==> config.mk <==
export PLATFORM = sky130hd
export DESIGN_NAME = cdb_arbiter_flat
export DESIGN_NICKNAME = d
export VERILOG_FILES = /design/src/rtl/cdb_arbiter_if.sv /design/src/rtl/cdb_arbiter.sv /design/src/flat_wrapper.sv
export SDC_FILE = /design/constraint.sdc
export NUM_CORES = 1
export LEC_CHECK = 0
export ABC_AREA = 0
export CAP_MARGIN = 20
export CORE_MARGIN = 4
export CORE_UTILIZATION = 50
export CTS_CLUSTER_DIAMETER = 150
export DETAILED_ROUTE_END_ITERATION = 10
export GPL_TIMING_DRIVEN = 0
export PLACE_DENSITY = 0.72
export SYNTH_ARGS = -nofsm -noshare
export SYNTH_HDL_FRONTEND = slang
export SYNTH_HIERARCHICAL = 1
export SYNTH_SLANG_ARGS = --single-unit
==> constraint.sdc <==
create_clock -name clk_in -period 4.9 [get_ports clk_in]
set_input_delay 0.49 -clock clk_in [delete_from_list [all_inputs] [get_ports clk_in]]
set_output_delay 0.49 -clock clk_in [all_outputs]
set_load 0.01 [all_outputs]
==> src/rtl/cdb_arbiter_if.sv <==
// Result-producer handshakes (ALU, LSB) and the registered CDB broadcast.
// master = producers/consumers side, slave = cdb_arbiter.
interface cdb_arbiter_if #(
  parameter int TAG_W  = 5,
  parameter int DATA_W = 32
);
  logic              alu_valid;
  logic [TAG_W-1:0]  alu_tag;
  logic [DATA_W-1:0] alu_value;
  logic              alu_ready;
  logic              lsb_valid;
  logic [TAG_W-1:0]  lsb_tag;
  logic [DATA_W-1:0] lsb_value;
  logic              lsb_ready;
  logic              cdb_valid;
  logic [TAG_W-1:0]  cdb_tag;
  logic [DATA_W-1:0] cdb_value;
  logic              cdb_src;

  modport master (
    output alu_valid, alu_tag, alu_value, lsb_valid, lsb_tag, lsb_value,
    input  alu_ready, lsb_ready, cdb_valid, cdb_tag, cdb_value, cdb_src
  );
  modport slave (
    input  alu_valid, alu_tag, alu_value, lsb_valid, lsb_tag, lsb_value,
    output alu_ready, lsb_ready, cdb_valid, cdb_tag, cdb_value, cdb_src
  );
endinterface

==> src/rtl/cdb_arbiter.sv <==
// CDB arbiter: two 2-entry result FIFOs (ALU, LSB) feeding a round-robin
// pick that drives the registered common data bus.
module cdb_fifo #(
  parameter int W = 37
) (
  input  logic         clk_in,
  input  logic         rst_in,
  input  logic         rdy_in,
  input  logic         clear,
  input  logic         push_valid,
  input  logic [W-1:0] push_data,
  input  logic         pop,
  output logic         ready,
  output logic         nonempty,
  output logic [W-1:0] head
);
  logic [W-1:0] mem [2];
  logic         wp, rp;
  logic [1:0]   cnt;
  logic         push;

  assign ready    = rdy_in && (cnt < 2'd2);
  // A flush cycle must not capture a new result even though ready is high.
  assign push     = push_valid && ready && !clear;
  assign nonempty = (cnt != 2'd0);
  assign head     = mem[rp];

  always_ff @(posedge clk_in) begin
    if (rst_in) begin
      wp  <= 1'b0;
      rp  <= 1'b0;
      cnt <= 2'd0;
    end else if (rdy_in) begin
      if (clear) begin
        wp  <= 1'b0;
        rp  <= 1'b0;
        cnt <= 2'd0;
      end else begin
        if (push) wp <= ~wp;
        if (pop)  rp <= ~rp;
        cnt <= cnt + {1'b0, push} - {1'b0, pop};
      end
    end
  end

  always_ff @(posedge clk_in)
    if (push) mem[wp] <= push_data;
endmodule

module cdb_arbiter #(
  parameter int TAG_W  = 5,
  parameter int DATA_W = 32
) (
  input  logic          clk_in,
  input  logic          rst_in,
  input  logic          rdy_in,
  input  logic          clear,
  cdb_arbiter_if.slave  bus
);
  typedef struct packed {
    logic [TAG_W-1:0]  tag;
    logic [DATA_W-1:0] value;
  } res_t;

  res_t [1:0] in_res, head;
  logic [1:0] in_vld, in_rdy, ne, pop;
  logic       gnt, gsrc, rr_last;

  logic              cdb_valid_q, cdb_src_q;
  logic [TAG_W-1:0]  cdb_tag_q;
  logic [DATA_W-1:0] cdb_value_q;

  // index 0 = ALU, 1 = LSB throughout
  assign in_vld = {bus.lsb_valid, bus.alu_valid};
  assign in_res = {res_t'({bus.lsb_tag, bus.lsb_value}),
                   res_t'({bus.alu_tag, bus.alu_value})};
  assign bus.alu_ready = in_rdy[0];
  assign bus.lsb_ready = in_rdy[1];

  for (genvar i = 0; i < 2; i++) begin : g_src
    cdb_fifo #(.W($bits(res_t))) u_fifo (
      .clk_in     (clk_in),
      .rst_in     (rst_in),
      .rdy_in     (rdy_in),
      .clear      (clear),
      .push_valid (in_vld[i]),
      .push_data  (in_res[i]),
      .pop        (pop[i]),
      .ready      (in_rdy[i]),
      .nonempty   (ne[i]),
      .head       (head[i])
    );
    assign pop[i] = rdy_in && !clear && gnt && (gsrc == 1'(i));
  end

  // Under contention the source that did not win last time goes first.
  always_comb begin
    gnt  = 1'b0;
    gsrc = 1'b0;
    if (ne[0] && ne[1]) begin
      gnt  = 1'b1;
      gsrc = ~rr_last;
    end else if (ne[0]) begin
      gnt  = 1'b1;
      gsrc = 1'b0;
    end else if (ne[1]) begin
      gnt  = 1'b1;
      gsrc = 1'b1;
    end
  end

  always_ff @(posedge clk_in) begin
    if (rst_in) begin
      cdb_valid_q <= 1'b0;
      cdb_tag_q   <= '0;
      cdb_value_q <= '0;
      cdb_src_q   <= 1'b0;
      rr_last     <= 1'b1;
    end else if (rdy_in) begin
      if (clear) begin
        cdb_valid_q <= 1'b0;
        cdb_tag_q   <= '0;
        cdb_value_q <= '0;
        cdb_src_q   <= 1'b0;
        rr_last     <= 1'b1;
      end else begin
        cdb_valid_q <= gnt;
        if (gnt) begin
          cdb_tag_q   <= head[gsrc].tag;
          cdb_value_q <= head[gsrc].value;
          cdb_src_q   <= gsrc;
          rr_last     <= gsrc;
        end
      end
    end
  end

  assign bus.cdb_valid = cdb_valid_q;
  assign bus.cdb_tag   = cdb_tag_q;
  assign bus.cdb_value = cdb_value_q;
  assign bus.cdb_src   = cdb_src_q;
endmodule
==> src/flat_wrapper.sv <==
// flat-port wrapper written by rule: the top's interface ports become plain ports
module cdb_arbiter_flat 
#(
  parameter int TAG_W  = 5,
  parameter int DATA_W = 32
)
  (clk_in, rst_in, rdy_in, clear, bus_alu_valid, bus_alu_tag, bus_alu_value, bus_lsb_valid, bus_lsb_tag, bus_lsb_value, bus_alu_ready, bus_lsb_ready, bus_cdb_valid, bus_cdb_tag, bus_cdb_value, bus_cdb_src);
  cdb_arbiter_if #(.TAG_W(TAG_W), .DATA_W(DATA_W)) bus_i ();
  input  logic clk_in;
  input  logic rst_in;
  input  logic rdy_in;
  input  logic clear;
  input wire logic [$bits(bus_i.alu_valid)-1:0] bus_alu_valid;
  input wire logic [$bits(bus_i.alu_tag)-1:0] bus_alu_tag;
  input wire logic [$bits(bus_i.alu_value)-1:0] bus_alu_value;
  input wire logic [$bits(bus_i.lsb_valid)-1:0] bus_lsb_valid;
  input wire logic [$bits(bus_i.lsb_tag)-1:0] bus_lsb_tag;
  input wire logic [$bits(bus_i.lsb_value)-1:0] bus_lsb_value;
  output wire logic [$bits(bus_i.alu_ready)-1:0] bus_alu_ready;
  output wire logic [$bits(bus_i.lsb_ready)-1:0] bus_lsb_ready;
  output wire logic [$bits(bus_i.cdb_valid)-1:0] bus_cdb_valid;
  output wire logic [$bits(bus_i.cdb_tag)-1:0] bus_cdb_tag;
  output wire logic [$bits(bus_i.cdb_value)-1:0] bus_cdb_value;
  output wire logic [$bits(bus_i.cdb_src)-1:0] bus_cdb_src;
  assign bus_i.alu_valid = bus_alu_valid;
  assign bus_i.alu_tag = bus_alu_tag;
  assign bus_i.alu_value = bus_alu_value;
  assign bus_i.lsb_valid = bus_lsb_valid;
  assign bus_i.lsb_tag = bus_lsb_tag;
  assign bus_i.lsb_value = bus_lsb_value;
  assign bus_alu_ready = bus_i.alu_ready;
  assign bus_lsb_ready = bus_i.lsb_ready;
  assign bus_cdb_valid = bus_i.cdb_valid;
  assign bus_cdb_tag = bus_i.cdb_tag;
  assign bus_cdb_value = bus_i.cdb_value;
  assign bus_cdb_src = bus_i.cdb_src;
  cdb_arbiter #(.TAG_W(TAG_W), .DATA_W(DATA_W)) u_core (.clk_in(clk_in), .rst_in(rst_in), .rdy_in(rdy_in), .clear(clear), .bus(bus_i));
endmodule
* Word level (Yosys, flattened, before mapping) *
Memories as Yosys holds them, arrays and structs flattened. A register that Yosys moved wholly into a read port is not among the register bits.
Cells that the tools add are included.

storage, ports and cells
  bits in registers = 48
  RAM bits = 148
  input port bits = 80
  output and inout port bits = 41
  memories kept = 2

memories
  name                        depth  width  read ports  clocked after memory_dff  wr ports  line               text
  u_core.g_src[0].u_fifo.mem  2      37     1           1                         1         cdb_arbiter.sv:17  logic [W-1:0] mem [2];
  u_core.g_src[1].u_fifo.mem  2      37     1           1                         1         cdb_arbiter.sv:17

operators by class
  reduce and logical (&&, ||, !) cells = 24
  $add $sub $neg = 4
  bitwise operators = 6
  muxes and demuxes = 33
  $lt $le $gt $ge = 3

operator list
  kind                                                count
  two-way mux 37 bit                                  2
  two-way mux 32 bit                                  2
  two-way mux 1 bit                                   25
  nonzero test 2 bit                                  7
  logical AND 1 bit                                   11
  two-way mux 5 bit                                   2
  AND reduction 2 bit                                 5
  inverter 1 bit                                      6
  adder 2 x 1 -> 2 bit                                2
  < comparator 2 bit, second input constant           2
  two-way mux 2 bit                                   2
  subtractor 2 x 1 -> 2 bit                           2
  < comparator 1 x 2 -> 1 bit, second input constant  1
  zero test 1 bit                                     1

* Depth between registers and ports, before layout *
Gate-level depths: netlist of the first run.

  depth in word-level cells = 10
  mapped depth = 12
  depth with buffers taken out = 9

* By module *
Netlist of the first run, hierarchy kept.

by module, submodules not included
  module       cells each  times used  area an instance (sq um)
  cdb_fifo     146         2           2,935.3
  cdb_arbiter  275         1           2,331.0

* Least setup slack after synthesis of the first run *
OpenSTA, ideal clock, no wires.

  path kind = input port to flip-flop
  from = input clear
  to = memory u_core.g_src[0].u_fifo.mem[0][0], enable pin
  path buffers = 0
  arrival time = 2.409 ns
  data required time = 4.468 ns
  cell stages on the path = 3
  path slack = 2.059 ns
  cell sequence = and4bb_2 -> inv_1 -> nor2_1

between the ends
  cells in the longest elaborated chain, start to end = 4

ends and longest elaborated chain
  item                                     line                text
  start, declared                          flat_wrapper.sv:12  input logic clear;
  zero test 1 bit                          cdb_arbiter.sv:24   assign push = push_valid && ready && !clear;
  logical AND 1 bit                        cdb_arbiter.sv:24
  two-way mux 1 bit                        cdb_arbiter.sv:47   if (push) mem[wp] <= push_data;
  two-way mux 1 bit (implied by the code)  cdb_arbiter.sv:47
  end, declared                            cdb_arbiter.sv:17

Every way passes these cells.

* Worst setup path in the final report of the first run *
  from = input rdy_in
  to = register u_core.g_src[0].u_fifo.cnt[1]

RTL lines
  item                            line                text
  start, declared                 flat_wrapper.sv:11  input logic rdy_in;
  logical AND 1 bit (3 in a row)  cdb_arbiter.sv:93   assign pop[i] = rdy_in && !clear && gnt && (gsrc == 1'(i));
  named net u_core.pop[0]         cdb_arbiter.sv:66   logic [1:0] in_vld, in_rdy, ne, pop;
  subtractor 2 x 1 -> 2 bit       cdb_arbiter.sv:41   cnt <= cnt + {1'b0, push} - {1'b0, pop};
  two-way mux 2 bit               cdb_arbiter.sv:34   if (clear) begin
  end signal, assigned            cdb_arbiter.sv:41
  end, declared                   cdb_arbiter.sv:19   logic [1:0] cnt;

The timed path passes the listed nets, and every way through them passes these cells.
A chain may end at the register's enable or synchronous reset.

==> results.toml, run 1 <==
[layout]
multi_input_area_sq_um = 2270
drive_above_1_share = 0.211
finish.utilization = 0.645
area_growth_pct = 25.8
finalInstanceArea_sq_um = 10300
seq_area_sq_um = 5450
fillCellCount = 1227
nNetsFinal = 792
num_antenna_cells = 0

[placed_design]
post-place-ws_ps = 1600
gp_congestion = 0.821
place_area_sq_um = 9730
io_buffers = 120
hpwlAfterDp_microns = 13000

[clock_tree]
cts_root_buf = "clkbuf_16"
hold_buffers = 0
cts_tree = "done"
cts_max_path_buffers = 2
clk_pin_slew_worst_paths_ps = 70
clock-sinks = 198
post-cts-setup-buffer-count = 0
cts_buffers = 17
clkLatencyLatePin_ps = 430
cts_resized = 0
htreeDepth = 4

[sta]
period_share = 0.597
finalCriticalPeriod_ps = 2930
maxSlewViolCount = 0
rsz0062_at_grt = "no"
setup_tns_ps = 0
tightest_slew_ps = 924
final-hold-violation-count = 0
fin_worst_skew_ps = 13.0
fin_ws_ps = 1970
fmax_mhz = 342
relSlewSlack = 0.384
hold_ws_ps = 507
setup_viol = 0

[global_routing]
antenna_found_initial = 0
grtUsageTotal = 0.198
grt_use_met3 = 0.0514
grtUsageMet2 = 0.331
busiest_layer = "met2"
grt_max_degree = 38
gr-usage-met1 = 0.254
grt_pass1_wl_microns = 27500
gr-total-overflow = 0
first_global_vias = 5347

[detailed_routing]
drc = 0
wl_per_cell_microns = 18.9
viasPerCell = 5.43
firstDrtPassIters = 4
drt_iter0_markers = 338
vias = 5088
antenna_left = 0
routed_wl_microns = 17700

[die]
fp.dieW_microns = 136
die_y_microns = 136
die-area_sq_um = 18500
coreArea_sq_um = 16000
fp-row-count = 46
ioPinCount = 121
start_util = 0.513

[worst_hold_path]
hold_class = "reg2reg"
holdPathStages = 2
min-delay-start = "u_core/bus.cdb_valid$_SDFFE_PP0P_"

[synth]
synth_top_area_frac = 0.542
synthCells = 567
synth_area_sq_um = 8200
ys_top_cells_by_area = "edfxtp_1 (54%), dfxtp_1 (12%), mux2_2 (10%)"
synth_area_leader_cell = "edfxtp_1"
synth-seq-cells = 198
yosys.cell_types.count = 38
ys_warn_count = 6
syn-num-nets = 651
synth_area_per_cell_sq_um = 14.5
synth_seq_area_share = 0.664

[worst_setup_path]
worstPathRequired_ps = 5240
critPathArrivalTime_ps = 3270
startpoint_type = "input pin"
worstReg2RegStart = "u_core/g_src[0].u_fifo/cnt[1]$_SDFFE_PP0P_"
criticalPathCategory = "in2reg"
startpoint = "rdy_in"
crit_slowest_cell = "clkdlybuf4s50_1"
critPathBufInv = 3
worst-path-stages = 11
cp-end-kind = "flop"
cp_top_family = "buffers and inverters"
critPathMostFrequentCell = "ha_1"
r2r_cells = 11
crit_chain = "clkdlybuf4s50_1, buf_4, nor2b_1, nand2_1, a21oi_1, ha_1, inv_1, ha_1, xnor2_1, or3b_1, a31oi_1"
crit_fanout = 17
crit_path_max_incr_delay_ps = 780

[pwr]
p_per_area_nw_per_um2 = 342
vdd_drop_max_mv = 0.239
p_leak_uw = 0.00371

[outcome]
status = "completed"

[run]
drv_cap = 0
cell usage in the layout (no fill, tap or decap), types with 2 or more instances in the layout:
master	count
edfxtp_1	148
clkdlybuf4s50_1	120
mux2_2	74
dfxtp_1	50
inv_1	44
nor2_1	44
a311oi_1	38
nand3_1	37
a211o_1	32
clkbuf_16	17
clkbuf_1	15
buf_2	15
buf_6	6
buf_12	6
a21oi_1	6
a211o_2	6
o21ai_0	4
and2b_1	4
ha_1	4
clkinv_4	3
bufinv_16	3
nor2b_1	3
clkbuf_8	3
nand2b_1	3
clkinvlp_4	2
inv_6	2
or2_2	2
and4bb_2	2
and2_2	2
nor2_4	2
nor4bb_1	2
a21o_1	2
xnor2_1	2
or3b_1	2
nand3b_1	2
a31oi_1	2
Yosys cell counts:
master    number
a21oi_1        6
nand3_1       37
a22oi_1        1
and4bb_2       2
nand2b_1       3
nand3b_1       2
buf_6          6
or3b_1         2
nor2b_1        3
inv_6          1
dfxtp_1       50
clkbuf_8       3
a21boi_4       1
clkbuf_1      12
buf_12         4
a311oi_1      38
o211a_1        1
xnor2_1        2
a211o_2        6
a31oi_1        2
edfxtp_1     148
buf_2         15
a21o_1         2
mux2_2        74
a211o_1       32
nor2_1        46
o21ai_0        4
buf_4          1
or2_2          2
o31a_2         1
and2b_1        4
a311oi_2       1
ha_1           4
nor4bb_1       2
and2_1         3
buf_8          1
inv_1         44
nand2_1        1
where the power goes:
part | switching, uW | total, uW | internal (uW)
clock network | 576 | 1380 | 803
logic | 130 | 284 | 154
registers | 21.7 | 1870 | 1850
per-stage QoR:
step / cells / power [uW]
3_5_place_dp: 905 / 2190
2_1_floorplan: 567 / 2020
3_3_place_gp: 903 / 2170
5_1_grt: 937 / 3650
6_report: 937 / 3530
4_1_cts: 937 / 3560
final cells by class:
type | instances | share of cell area
Sequential cell | 198 | 0.528
Tap cell | 216 | 0.0262
Inverter | 45 | 0.0169
Buffer | 42 | 0.0321
Timing Repair Buffer | 122 | 0.120
Clock inverter | 12 | 0.0149
Clock buffer | 20 | 0.0423
Multi-Input combinational cell | 282 | 0.220
path summary, 6_finish.rpt:
path                                                endpoint  slack, ps
setup / recovery  u_core/g_src[0].u_fifo/cnt[1]$_SDFFE_PP0P_       1970
hold / removal             u_core/bus.cdb_valid$_SDFFE_PP0P_        510
setup reg to reg  u_core/g_src[0].u_fifo/cnt[1]$_SDFFE_PP0P_       2250
hold reg to reg            u_core/bus.cdb_valid$_SDFFE_PP0P_        510
kinds of logic (layout without fill, tap and decap cells):
logic type	after synthesis	in the layout	synth area share
muxes	74	74	0.102
xor gates and xnor gates	2	2	0.00214
and+or+nand+nor	107	107	0.0656
AOI/OAI and AO/OA	95	95	0.0990
buffers and inverters	87	241	0.0616
DFF	198	198	0.664
adders and majority gates	4	4	0.00610
flip-flops by register name, indices dropped and copies added, names as in the netlist, named ones only:
name	cells
u_core/bus.cdb_src	1
u_core/bus.cdb_tag	5
u_core/bus.cdb_valid	1
u_core/bus.cdb_value	32
u_core/g_src.u_fifo/cnt	4
u_core/g_src.u_fifo/mem	148
u_core/g_src.u_fifo/rp	2
u_core/g_src.u_fifo/wp	2
u_core/rr_last	1
tightest hold or removal path, cell delays in order (launching register included):
cell,delay (ps)
dfxtp_1,330
nand2b_1,70
a21oi_1,50
layer usage:
layer  vias up  part of all wire
li1       2416                 -
met1      2508              0.41
met2       146              0.52
met3        18             0.061
met4         0             0.015
met5         -                 0
Power figures use the tool's default switching activity.
==> run 2: changes to the inputs <==
- clock period: 4.9 -> 2.7 ns (I/O delays scaled with it)
==> results.toml, run 2 (synthesized netlist as in run 1, its figures left out) <==
[worst_setup_path]
r2r_cells = 11
critPathMostFrequentCell = "ha_1"
worstReg2RegStart = "u_core/g_src[1].u_fifo/cnt[1]$_SDFFE_PP0P_"
crit_slowest_cell = "or3b_1"
worstPathRequired_ps = 3040
critPathArrivalTime_ps = 2880
startpoint_type = "flop"
startpoint = "u_core/g_src[1].u_fifo/cnt[1]$_SDFFE_PP0P_"
crit_chain = "or2_2, a21boi_4, buf_8, buf_12, and2_1, ha_1, inv_1, ha_1, xnor2_1, or3b_1, a31oi_1"
cp-end-kind = "flop"
crit_fanout = 10
crit_path_max_incr_delay_ps = 370
criticalPathCategory = "reg2reg"

[layout]
fillCellCount = 1231
multi_input_area_sq_um = 2270
num_antenna_cells = 0
stdcell_count = 939
finish.utilization = 0.647
final_common_cell = "edfxtp_1"
area_growth_pct = 26.1
largest_reg_flops = 148
seq_area_sq_um = 5450
mostFrequentLayoutCells = "edfxtp_1 (148), clkdlybuf4s50_1 (118), mux2_2 (74)"
drive_above_1_share = 0.214
largest-register = "u_core/g_src.u_fifo/mem"
nNetsFinal = 794

[clock_tree]
cts_root_buf = "clkbuf_16"
htreeDepth = 4
cts_tree = "done"
hold_buffers = 0
clk_pin_slew_worst_paths_ps = 70
clkLatencyLatePin_ps = 430
cts_buffers = 17
cts_max_path_buffers = 2
clock-sinks = 198

[die]
fp-row-count = 46
coreArea_sq_um = 16000
die_y_microns = 136
ioPinCount = 121
start_util = 0.513
fp.dieW_microns = 136
die-area_sq_um = 18500

[sta]
fin_ws_ps = 164
rsz0062_at_grt = "no"
period_share = 0.939
relSlewSlack = 0.381
maxSlewViolCount = 0
fin_worst_skew_ps = 12.6
final-hold-violation-count = 0
fmax_mhz = 394
setup_tns_ps = 0
setup_viol = 0
finalCriticalPeriod_ps = 2540
tightest_slew_ps = 929

[run]
drv_cap = 0

[detailed_routing]
wl_per_cell_microns = 18.9
drt_iter0_markers = 334
viasPerCell = 5.46
drc = 0
firstDrtPassIters = 5
antenna_left = 0
vias = 5126
routed_wl_microns = 17800

[global_routing]
grtUsageMet2 = 0.331
grt_pass1_wl_microns = 27500
first_global_vias = 5347
gr-usage-met1 = 0.254
grtUsageTotal = 0.198
gr-total-overflow = 0
grt_use_met3 = 0.0514
grt_max_degree = 38
antenna_found_initial = 0
busiest_layer = "met2"

[pwr]
p_leak_uw = 0.00374
combPwrFrac = 0.080
switchingPower_uw = 1330
p_per_area_nw_per_um2 = 620
p_int_uw = 5090
seq_power_share = 0.529
swShare = 0.207
vdd_drop_max_mv = 0.434
p_clk_frac = 0.391

[placed_design]
post-place-ws_ps = -377
hpwlAfterDp_microns = 13000
dp.cells = 905
gp_congestion = 0.821
io_buffers = 120

[outcome]
status = "completed"

[worst_hold_path]
holdPathStages = 1
min-delay-start = "bus_lsb_value[9]"
hold_class = "in2reg"
-- run 2: cell types whose count changed in the layout (fill, tap and decap cells not counted), sizes merged --
cell,change
clkdlybuf4s50,-2
buf,+2
dlymetal6s2s,+2
-- run 2: repair_timing --
item,4_1_cts,5_1_grt
setup buffers,0,2
gates resized for setup,0,5
endpoints found under the setup margin,0,2
-- run 2: final cells by class --
type | count | area share
flip-flops and latches | 198 | 0.526
multi-input cells | 282 | 0.219
repair buffers | 124 | 0.122
clock buffers | 20 | 0.0422
plain buffers | 42 | 0.0325
well taps | 216 | 0.0261
inverters | 45 | 0.0168
clock inverters | 12 | 0.0149
-- run 2: worst paths after layout --
kind / to / slack, ps
max reg2reg: u_core/g_src[1].u_fifo/cnt[1]$_SDFFE_PP0P_ / 160
min: u_core/g_src[1].u_fifo/mem[1][9]$_DFFE_PP_ / 430
max: u_core/g_src[1].u_fifo/cnt[1]$_SDFFE_PP0P_ / 160
min reg2reg: u_core/bus.cdb_value[27]$_SDFFE_PP0P_ / 510
-- run 2: layer usage --
layer | vias to the layer above | part of all wire
met5 | - | 0
li1 | 2419 | -
met3 | 18 | 0.062
met2 | 156 | 0.52
met1 | 2533 | 0.40
met4 | 0 | 0.015
-- run 2: through the flow --
step / cell area (sq um) / total power (uW) / hold slack, ps
floorplan: 8200 / 3670 / 339
global placement: 9670 / 3950 / 478
detailed placement: 9730 / 3970 / 492
CTS: 10300 / 6460 / 409
global route: 10300 / 6630 / 410
finish: 10300 / 6420 / 427
-- run 2: critical path: cells and delay by family, from the launching register on --
family,cells,cell delay (ps)
XOR/XNOR,1,140
flip-flops,1,350
adder cells (fa/ha/maj),2,450
AND/OR/NAND/NOR,3,910
AO/OA/AOI/OAI,2,310
buffers and inverters,3,300
-- run 2: power by group through the flow --
| stage | Combinational (uW) | Sequential (uW) | Clock [uW] |
|---|---|---|---|
| final | 516 | 3390 | 2510 |
| after global routing | 555 | 3400 | 2680 |
| after CTS | 518 | 3390 | 2560 |
| after detailed placement | 515 | 3460 | 0 |
| after global placement | 490 | 3460 | 0 |
| after floorplan | 211 | 3460 | 0 |
